<file path="src/rtl/cnt_sweep_pkg.sv">
// cnt_sweep_pkg: shared types and constants for the sweep sequencer.
//   sweep_state_t : FSM state encoding (IDLE, RUN, DONE)
//   MODE_*        : command mode encoding (single / ping-pong)
//   DIR_*         : direction encoding, identical to the counter's U_D pin
//   cnt_width()   : counter width for a given upper bound (never below 1)
package cnt_sweep_pkg;

  typedef enum logic [1:0] {
    IDLE = 2'd0,
    RUN  = 2'd1,
    DONE = 2'd2
  } sweep_state_t;

  localparam logic MODE_SINGLE   = 1'b0;
  localparam logic MODE_PINGPONG = 1'b1;

  localparam logic DIR_UP   = 1'b0;
  localparam logic DIR_DOWN = 1'b1;

  function automatic int cnt_width(input int max_val);
    return (max_val < 1) ? 1 : $clog2(max_val + 1);
  endfunction

endpackage

</file>
<file path="src/rtl/cnt_sweep_dir.sv">
// cnt_sweep_dir: ping-pong direction logic for the sweep sequencer.
// Holds the sweep direction register and forces the direction away from a
// bound when the counter sits on it, so a ping-pong sweep reflects instead
// of wrapping.
// Ports:
//   clk, rst   : clock, asynchronous active-high reset
//   load       : command accepted this cycle; load_dir becomes the direction
//   load_dir   : commanded direction (1 = down)
//   step       : counter steps at the coming edge
//   active     : ping-pong sweep in RUN; enables the bound override
//   cnt_in     : current counter value
//   cnt_ud     : direction presented to the counter
module cnt_sweep_dir
  import cnt_sweep_pkg::*;
#(
  parameter int MAX = 15,
  parameter int MIN = 0,
  parameter int CW  = 4
) (
  input  logic          clk,
  input  logic          rst,
  input  logic          load,
  input  logic          load_dir,
  input  logic          step,
  input  logic          active,
  input  logic [CW-1:0] cnt_in,
  output logic          cnt_ud
);

  logic dir_q;
  logic bound_ud;

  // A degenerate range (MIN == MAX) has no direction to reflect into, so the
  // stored direction is kept as-is.
  always_comb begin
    bound_ud = dir_q;
    if (MIN != MAX) begin
      if (cnt_in == CW'(MAX)) begin
        bound_ud = DIR_DOWN;
      end else if (cnt_in == CW'(MIN)) begin
        bound_ud = DIR_UP;
      end
    end
  end

  // Outside an active ping-pong sweep the counter simply sees dir_q.
  assign cnt_ud = active ? bound_ud : dir_q;

  // The direction actually used by a step is remembered, so after a bounce
  // the sweep keeps travelling the reflected way.
  always_ff @(posedge clk or posedge rst) begin
    if (rst) begin
      dir_q <= DIR_UP;
    end else if (load) begin
      dir_q <= load_dir;
    end else if (step && active) begin
      dir_q <= bound_ud;
    end
  end

endmodule

</file>
<file path="src/rtl/cnt_sweep_ctrl.sv">
// cnt_sweep_ctrl: sequencer for a bounded up/down wrap counter.
// Takes sweep commands (direction, step count, mode) and drives the
// counter's enable / U_D so it advances exactly the commanded number of
// steps, then pulses done for one cycle.
// Optional feature macro: CNT_SWEEP_PINGPONG_EN. When defined, cmd_mode is
// honoured and ping-pong sweeps reflect at MIN/MAX. When undefined, every
// sweep is single mode (the counter wraps) and no bound compare exists.
// Handshake: a command transfers on a rising edge where cmd_valid and
// cmd_ready are both high; cmd_ready is high only in IDLE and does not
// depend on cmd_valid; the command fields are sampled only at that edge.
// Ports:
//   clk, sys_rst           : clock, asynchronous active-high reset
//   cmd_valid / cmd_ready  : command handshake
//   cmd_dir                : 1 = down, 0 = up (same encoding as U_D)
//   cmd_steps              : number of counter steps
//   cmd_mode               : 0 = single, 1 = ping-pong
//   hold                   : pauses stepping while high
//   abort                  : cancels the active sweep (ignored in IDLE)
//   cnt_in                 : counter value fed back from the counter
//   cnt_en, cnt_ud         : counter enable and direction
//   busy                   : high in RUN or DONE
//   done                   : one-cycle completion pulse
//   steps_left             : remaining steps of the current sweep
//   state                  : current FSM state (debug visibility)
module cnt_sweep_ctrl
  import cnt_sweep_pkg::*;
#(
  parameter int  MAX    = 15,
  parameter int  MIN    = 0,
  parameter int  STEP_W = 8,
  localparam int CW     = cnt_width(MAX)
) (
  input  logic              clk,
  input  logic              sys_rst,
  input  logic              cmd_valid,
  output logic              cmd_ready,
  input  logic              cmd_dir,
  input  logic [STEP_W-1:0] cmd_steps,
  input  logic              cmd_mode,
  input  logic              hold,
  input  logic              abort,
  input  logic [CW-1:0]     cnt_in,
  output logic              cnt_en,
  output logic              cnt_ud,
  output logic              busy,
  output logic              done,
  output logic [STEP_W-1:0] steps_left,
  output sweep_state_t      state
);

  logic accept;

  // All status outputs decode the state register directly; cnt_en and done
  // also see abort so that an abort cycle never steps and never completes.
  // Async reset clears state, so cnt_en drops the moment sys_rst rises.
  assign cmd_ready = (state == IDLE);
  assign busy      = (state != IDLE);
  assign accept    = cmd_valid && cmd_ready;
  assign cnt_en    = (state == RUN) && !hold && !abort;
  assign done      = (state == DONE) && !abort;

  always_ff @(posedge clk or posedge sys_rst) begin
    if (sys_rst) begin
      state      <= IDLE;
      steps_left <= '0;
    end else begin
      unique case (state)
        IDLE: begin
          if (accept) begin
            steps_left <= cmd_steps;
            // A zero-step command goes straight to DONE without stepping.
            state      <= (cmd_steps == '0) ? DONE : RUN;
          end
        end
        RUN: begin
          if (abort) begin
            state      <= IDLE;
            steps_left <= '0;
          end else if (cnt_en) begin
            steps_left <= steps_left - STEP_W'(1);
            if (steps_left == STEP_W'(1)) begin
              state <= DONE;
            end
          end
        end
        DONE: begin
          state      <= IDLE;
          steps_left <= '0;
        end
        default: begin
          state      <= IDLE;
          steps_left <= '0;
        end
      endcase
    end
  end

`ifdef CNT_SWEEP_PINGPONG_EN
  logic mode_q;

  always_ff @(posedge clk or posedge sys_rst) begin
    if (sys_rst) begin
      mode_q <= MODE_SINGLE;
    end else if (accept) begin
      mode_q <= cmd_mode;
    end
  end

  // The bound override is only live while a ping-pong sweep is running, so
  // in IDLE/DONE the counter always sees the settled stored direction.
  cnt_sweep_dir #(
    .MAX (MAX),
    .MIN (MIN),
    .CW  (CW)
  ) u_dir (
    .clk      (clk),
    .rst      (sys_rst),
    .load     (accept),
    .load_dir (cmd_dir),
    .step     (cnt_en),
    .active   ((state == RUN) && (mode_q == MODE_PINGPONG)),
    .cnt_in   (cnt_in),
    .cnt_ud   (cnt_ud)
  );
`else
  logic dir_q;
  logic unused_cfg;

  always_ff @(posedge clk or posedge sys_rst) begin
    if (sys_rst) begin
      dir_q <= DIR_UP;
    end else if (accept) begin
      dir_q <= cmd_dir;
    end
  end

  assign cnt_ud = dir_q;

  // Single-mode-only build: mode, counter feedback and the lower bound have
  // no effect on the outputs.
  assign unused_cfg = cmd_mode ^ (^cnt_in) ^ (MIN > MAX);
`endif

endmodule

</file>
<file path="config.mk">
export PLATFORM = sky130hd
export DESIGN_NAME = cnt_sweep_ctrl
export DESIGN_NICKNAME = d
export VERILOG_FILES = /design/src/rtl/cnt_sweep_pkg.sv /design/src/rtl/cnt_sweep_dir.sv /design/src/rtl/cnt_sweep_ctrl.sv
export SDC_FILE = /design/constraint.sdc
export NUM_CORES = 1
export LEC_CHECK = 0
export CAP_MARGIN = 20
export CORE_UTILIZATION = 40
export DETAILED_ROUTE_END_ITERATION = 10
export GPL_TIMING_DRIVEN = 0
export HOLD_SLACK_MARGIN = 0.12
export PLACE_DENSITY = 0.75
export SYNTH_ARGS = -nofsm -noshare
export SYNTH_HDL_FRONTEND = slang
export SYNTH_HIERARCHICAL = 1
export SYNTH_SLANG_ARGS = --single-unit
</file>
<file path="constraint.sdc">
create_clock -name clk -period 1.8 [get_ports clk]
set_input_delay 0.36 -clock clk [delete_from_list [all_inputs] [get_ports clk]]
set_output_delay 0.36 -clock clk [all_outputs]
set_load 0.01 [all_outputs]
</file>
Word level (Yosys, flattened, before mapping):

Cells that the tools add are included.

* word-level logic and storage cells: 31
* bits of input ports: 19
* output and inout bits: 15
* bits in registers: 11

* reduce and logical (&&, ||, !) cells: 11
* eq/ne operators: 6
* add/subtract/negate cells: 1
* mux-type cells: 10

Operators by type and width (count)
* $mux 8: 3
* $pmux 8 s2: 1
* $mux 2: 5
* $eq 8x1->1 const B: 1
* $logic_not 8->1: 1
* $sub 8x1->8 const B: 1
* $logic_and 1x1->1: 4
* $pmux 2 s2: 1
* $ne 3x2->1 const B: 1
* $ne 3x3->1 const B: 1
* $reduce_and 3->1: 1
* $eq 2x1->1 const B: 1
* $eq 2x2->1 const B: 1
* $logic_not 1->1: 2
* $logic_not 2->1: 1
* $ne 2x1->1 const B: 1
* $reduce_and 2->1: 1
* $reduce_bool 2->1: 1

Longest topological paths before layout:

* depth after elaboration: 6
* depth in mapped cells: 6
* gate-level depth less buffers: 6

Worst setup path after synthesis:

OpenSTA, ideal clock, no wires.

* path kind: register to register
* start: register state[1]
* end: register dir_q, in the netlist cnt_ud
* library setup time: 0.128 ns
* data required time: 1.672 ns
* buffers on the path: 1
* cell stages (with the launch flop): 5
* setup slack: 0.193 ns
* data arrival time: 1.479 ns
* period minus slack after synthesis: 1.607 ns
* cell sequence: dfrtp_1 -> buf_2 -> nor2_1 -> and2_1 -> mux2_1

* longest elaborated chain between the ends: 2

RTL lines
* start, declared: line cnt_sweep_ctrl.sv:48 `output sweep_state_t state`
* start signal, assigned: line cnt_sweep_ctrl.sv:72 `state <= (cmd_steps == '0) ? DONE : RUN;`
* $logic_not 2->1: line cnt_sweep_ctrl.sv:56 `assign cmd_ready = (state == IDLE);`
* via cmd_ready: line cnt_sweep_ctrl.sv:36 `output logic cmd_ready,`
* $logic_and 1x1->1: line cnt_sweep_ctrl.sv:58 `assign accept = cmd_valid && cmd_ready;`
* end signal, assigned: line cnt_sweep_ctrl.sv:133 `dir_q <= cmd_dir;`
* end, declared: line cnt_sweep_ctrl.sv:126 `logic dir_q;`

The timed path passes the listed nets, and every way through them passes these cells.
A chain may end at the register's enable or synchronous reset.

Worst setup path in the final report:

* start: register state[0]
* end: output port cmd_ready

* longest elaborated chain between the ends: 1

RTL lines (line)
* $logic_not 2->1: cnt_sweep_ctrl.sv:56
* end, declared: cnt_sweep_ctrl.sv:36

No other way between the ends.

==> results.cfg <==
[worst_setup_path]
crit_path_frequent_cell = buf_4
r2r.worst_path.cells = 6
endpoint_kind = primary output
regToRegEndpoint = steps_left[4]$_DFFE_PP0P_
criticalPathCategory = reg2out
worst_setup_path_start_kind = register
reg2reg_from = steps_left[0]$_DFFE_PP0P_
critPathRequiredTime_ps = 1440
setup.reg_to_reg.worst_slack_ps = 170
path_cells = buf_4, nor2_4, buf_4, dlygate4sd2_1
critical_path.max_stage_delay_ps = 390
arrival_ps = 1350
crit_path_top_delay_cell = dfrtp_1
worstPathMaxFanout = 10

[die]
row_count = 15
floorplan.initialDensity = 0.425
floorplan.die.width_um = 44.8
core-area_um2 = 1730
design.die.area_um2 = 2010
io-pin-count = 34
die_h_um = 44.8

[synthesis]
syn-cell-area_um2 = 733
synth.ff_latch_count = 11
synth_cell_types = 34
largest_cells_by_area_after_synthesis = dfrtp_1 (38%), inv_1 (5.6%), o22ai_1 (5.1%), a32o_1 (4.1%), nand2_1 (4.1%)
yosys_warnings = 6
yosysTopAreaCell = dfrtp_1
synth_async_sr_flop_share = 1.00
netlist_instances = 83
syn-mean-instance-area_um2 = 8.83
syn_nets = 104
yosysSeqAreaShare = 0.375
synth_enable_flop_cells = 0
yosysTopAreaCellShare = 0.375
synth.cells.most_frequent = dfrtp_1 (11), inv_1 (11), nand2_1 (8)
postSynth.topFlopCell = dfrtp_1

[sta]
post-route-min-period_ps = 1710
setup_violations = 0
setup_ws_ps = 90.4
tightest_slew_ps = 456
clock_skew_ps = 2.44
final-hold-violation-count = 0
timing.fmax_ghz = 0.585
min_period_over_period = 0.950
setup_repair_after_global_routing_missed_its_margin = no
remaining_max_slew_budget_at_the_tightest_pin = 0.696
report.final.slew_viol_count = 0

[pwr]
power-per-cell-area_nw_per_um2 = 1050
total_power_mw = 1.18
p_leak_nw = 0.479
max-vdd-ir-drop_uv = 621

[final_layout]
design_area_um2 = 1120
final_layout_size_suffix_gt1_frac = 0.168
insertedDiodeCount = 0
area_delta_synth_final_pct = 52.9
design.final.nets = 141
final_util = 0.649

[placement]
post-place-ws_ps = -649
rd_place_congestion = 0.844
dpl_hpwl_mm = 1.65
placed_area_um2 = 1040
placement.io_buffers = 28

[grt]
first_pass_grt_wire_length_mm = 3.56
grt_pass1_vias = 766
grt_usage = 0.256
number_of_antenna_violations_at_the_first_check_in_global_routing = 0
grt_start_max_net_pins = 12
gr_overflow_total = 0

[min_path]
holdCritPathClass = in2async

[detailed_routing]
wire_per_inst_um = 15.2
post_drt_via_cell_ratio = 5.60
post_route_drc_violation_count = 0
detail-route-antenna-nets = 0
length_of_the_first_detailed_routing_pass_in_iterations = 4
detail_route.wirelength_mm = 2.19
routed_via_count = 806
initialDrtViolationCount = 29

[cts]
ctsRootBufferMaster = clkbuf_4
cts.htree.levels = 1
cts_tree = yes
cts.path.max_buffers = 2
tritoncts.num_buffers = 3
clkSlewWorstSetupHoldPaths_ps = 70
clkLatencyLatePin_ps = 290
cts.sink_count = 11

[status]
run_status = finished, final reports clean

[flow_run]
maxCapViolCount = 0
[sequential cells by signal (all words and copies together), names as in the netlist]
register / cells
state: 2
cnt_ud: 1
steps_left: 8
[through the flow]
stage                     std cells  setup TNS (ps)  hold WS (ps)
after global routing            144               0           441
final                           144               0           372
after floorplan                  83               0           212
after detailed placement        136           -1390           508
after global placement          136           -1010           467
after CTS                       144               0           395
[layer usage]
layer,vias to the layer above,GRT usage,wire [um]
met5,-,0,0
met1,389,0.321,985
met4,0,0.127,53
met3,5,0.0560,109
li1,387,-,-
met2,25,0.415,1040
[cells by family after synthesis]
logic type / count (synthesis) / synth area share
mux: 1 / 0.0154
compound gates: 26 / 0.261
fa+ha+maj: 2 / 0.0341
buf+inv: 13 / 0.0734
simple gates: 30 / 0.241
flops: 11 / 0.375
[worst max-delay path: cells and delay by family, from the launching register on]
kind | cells | cell delay (ps)
buffers and inverters | 3 | 570
flip-flops | 1 | 390
AND/OR/NAND/NOR | 1 | 110
[worst max-delay path by stage]
stage / start / endpoint / depth (start not counted)
2_1_floorplan: state[1]$_DFFE_PP0P_ / cnt_ud$_DFFE_PP0P_ / 4
3_3_place_gp: abort / cnt_en / 3
3_5_place_dp: abort / cnt_en / 3
4_1_cts: hold / cnt_en / 3
5_1_grt: state[0]$_DFFE_PP0P_ / cmd_ready / 4
6_report: state[0]$_DFFE_PP0P_ / cmd_ready / 4
[placed cells by master (no fill, tap or decap), types with 5 or more instances in the layout]
cell type | synthesis | layout
inv_1 | 11 | 11
clkdlybuf4s50_1 | 0 | 23
buf_4 | 1 | 5
o22ai_1 | 6 | 6
dfrtp_1 | 11 | 11
nor2_1 | 6 | 5
nand2_1 | 8 | 8
[final cells by class]
class	instances	area, um^2
Tap cell	25	31.3
Clock buffer	4	26.3
Buffer	2	18.8
Timing Repair Buffer	32	297
Sequential cell	11	275
Fill cell	159	606
Inverter	11	41.3
Multi-Input combinational cell	59	432
[power breakdown]
group          switching, mW  internal (mW)  total [mW]
Combinational          0.274          0.315       0.589
Clock                 0.0971         0.0864       0.183
Sequential            0.0945          0.313       0.408
Total                  0.466          0.715        1.18
[what timing repair did]
action	4_1_cts	5_1_grt
buffers inserted	4	0
hold buffers	0	0
pin swaps	2	0
endpoints found under the setup margin	4	5
gates resized for setup	9	7
(Power assumes the default switching activity.)
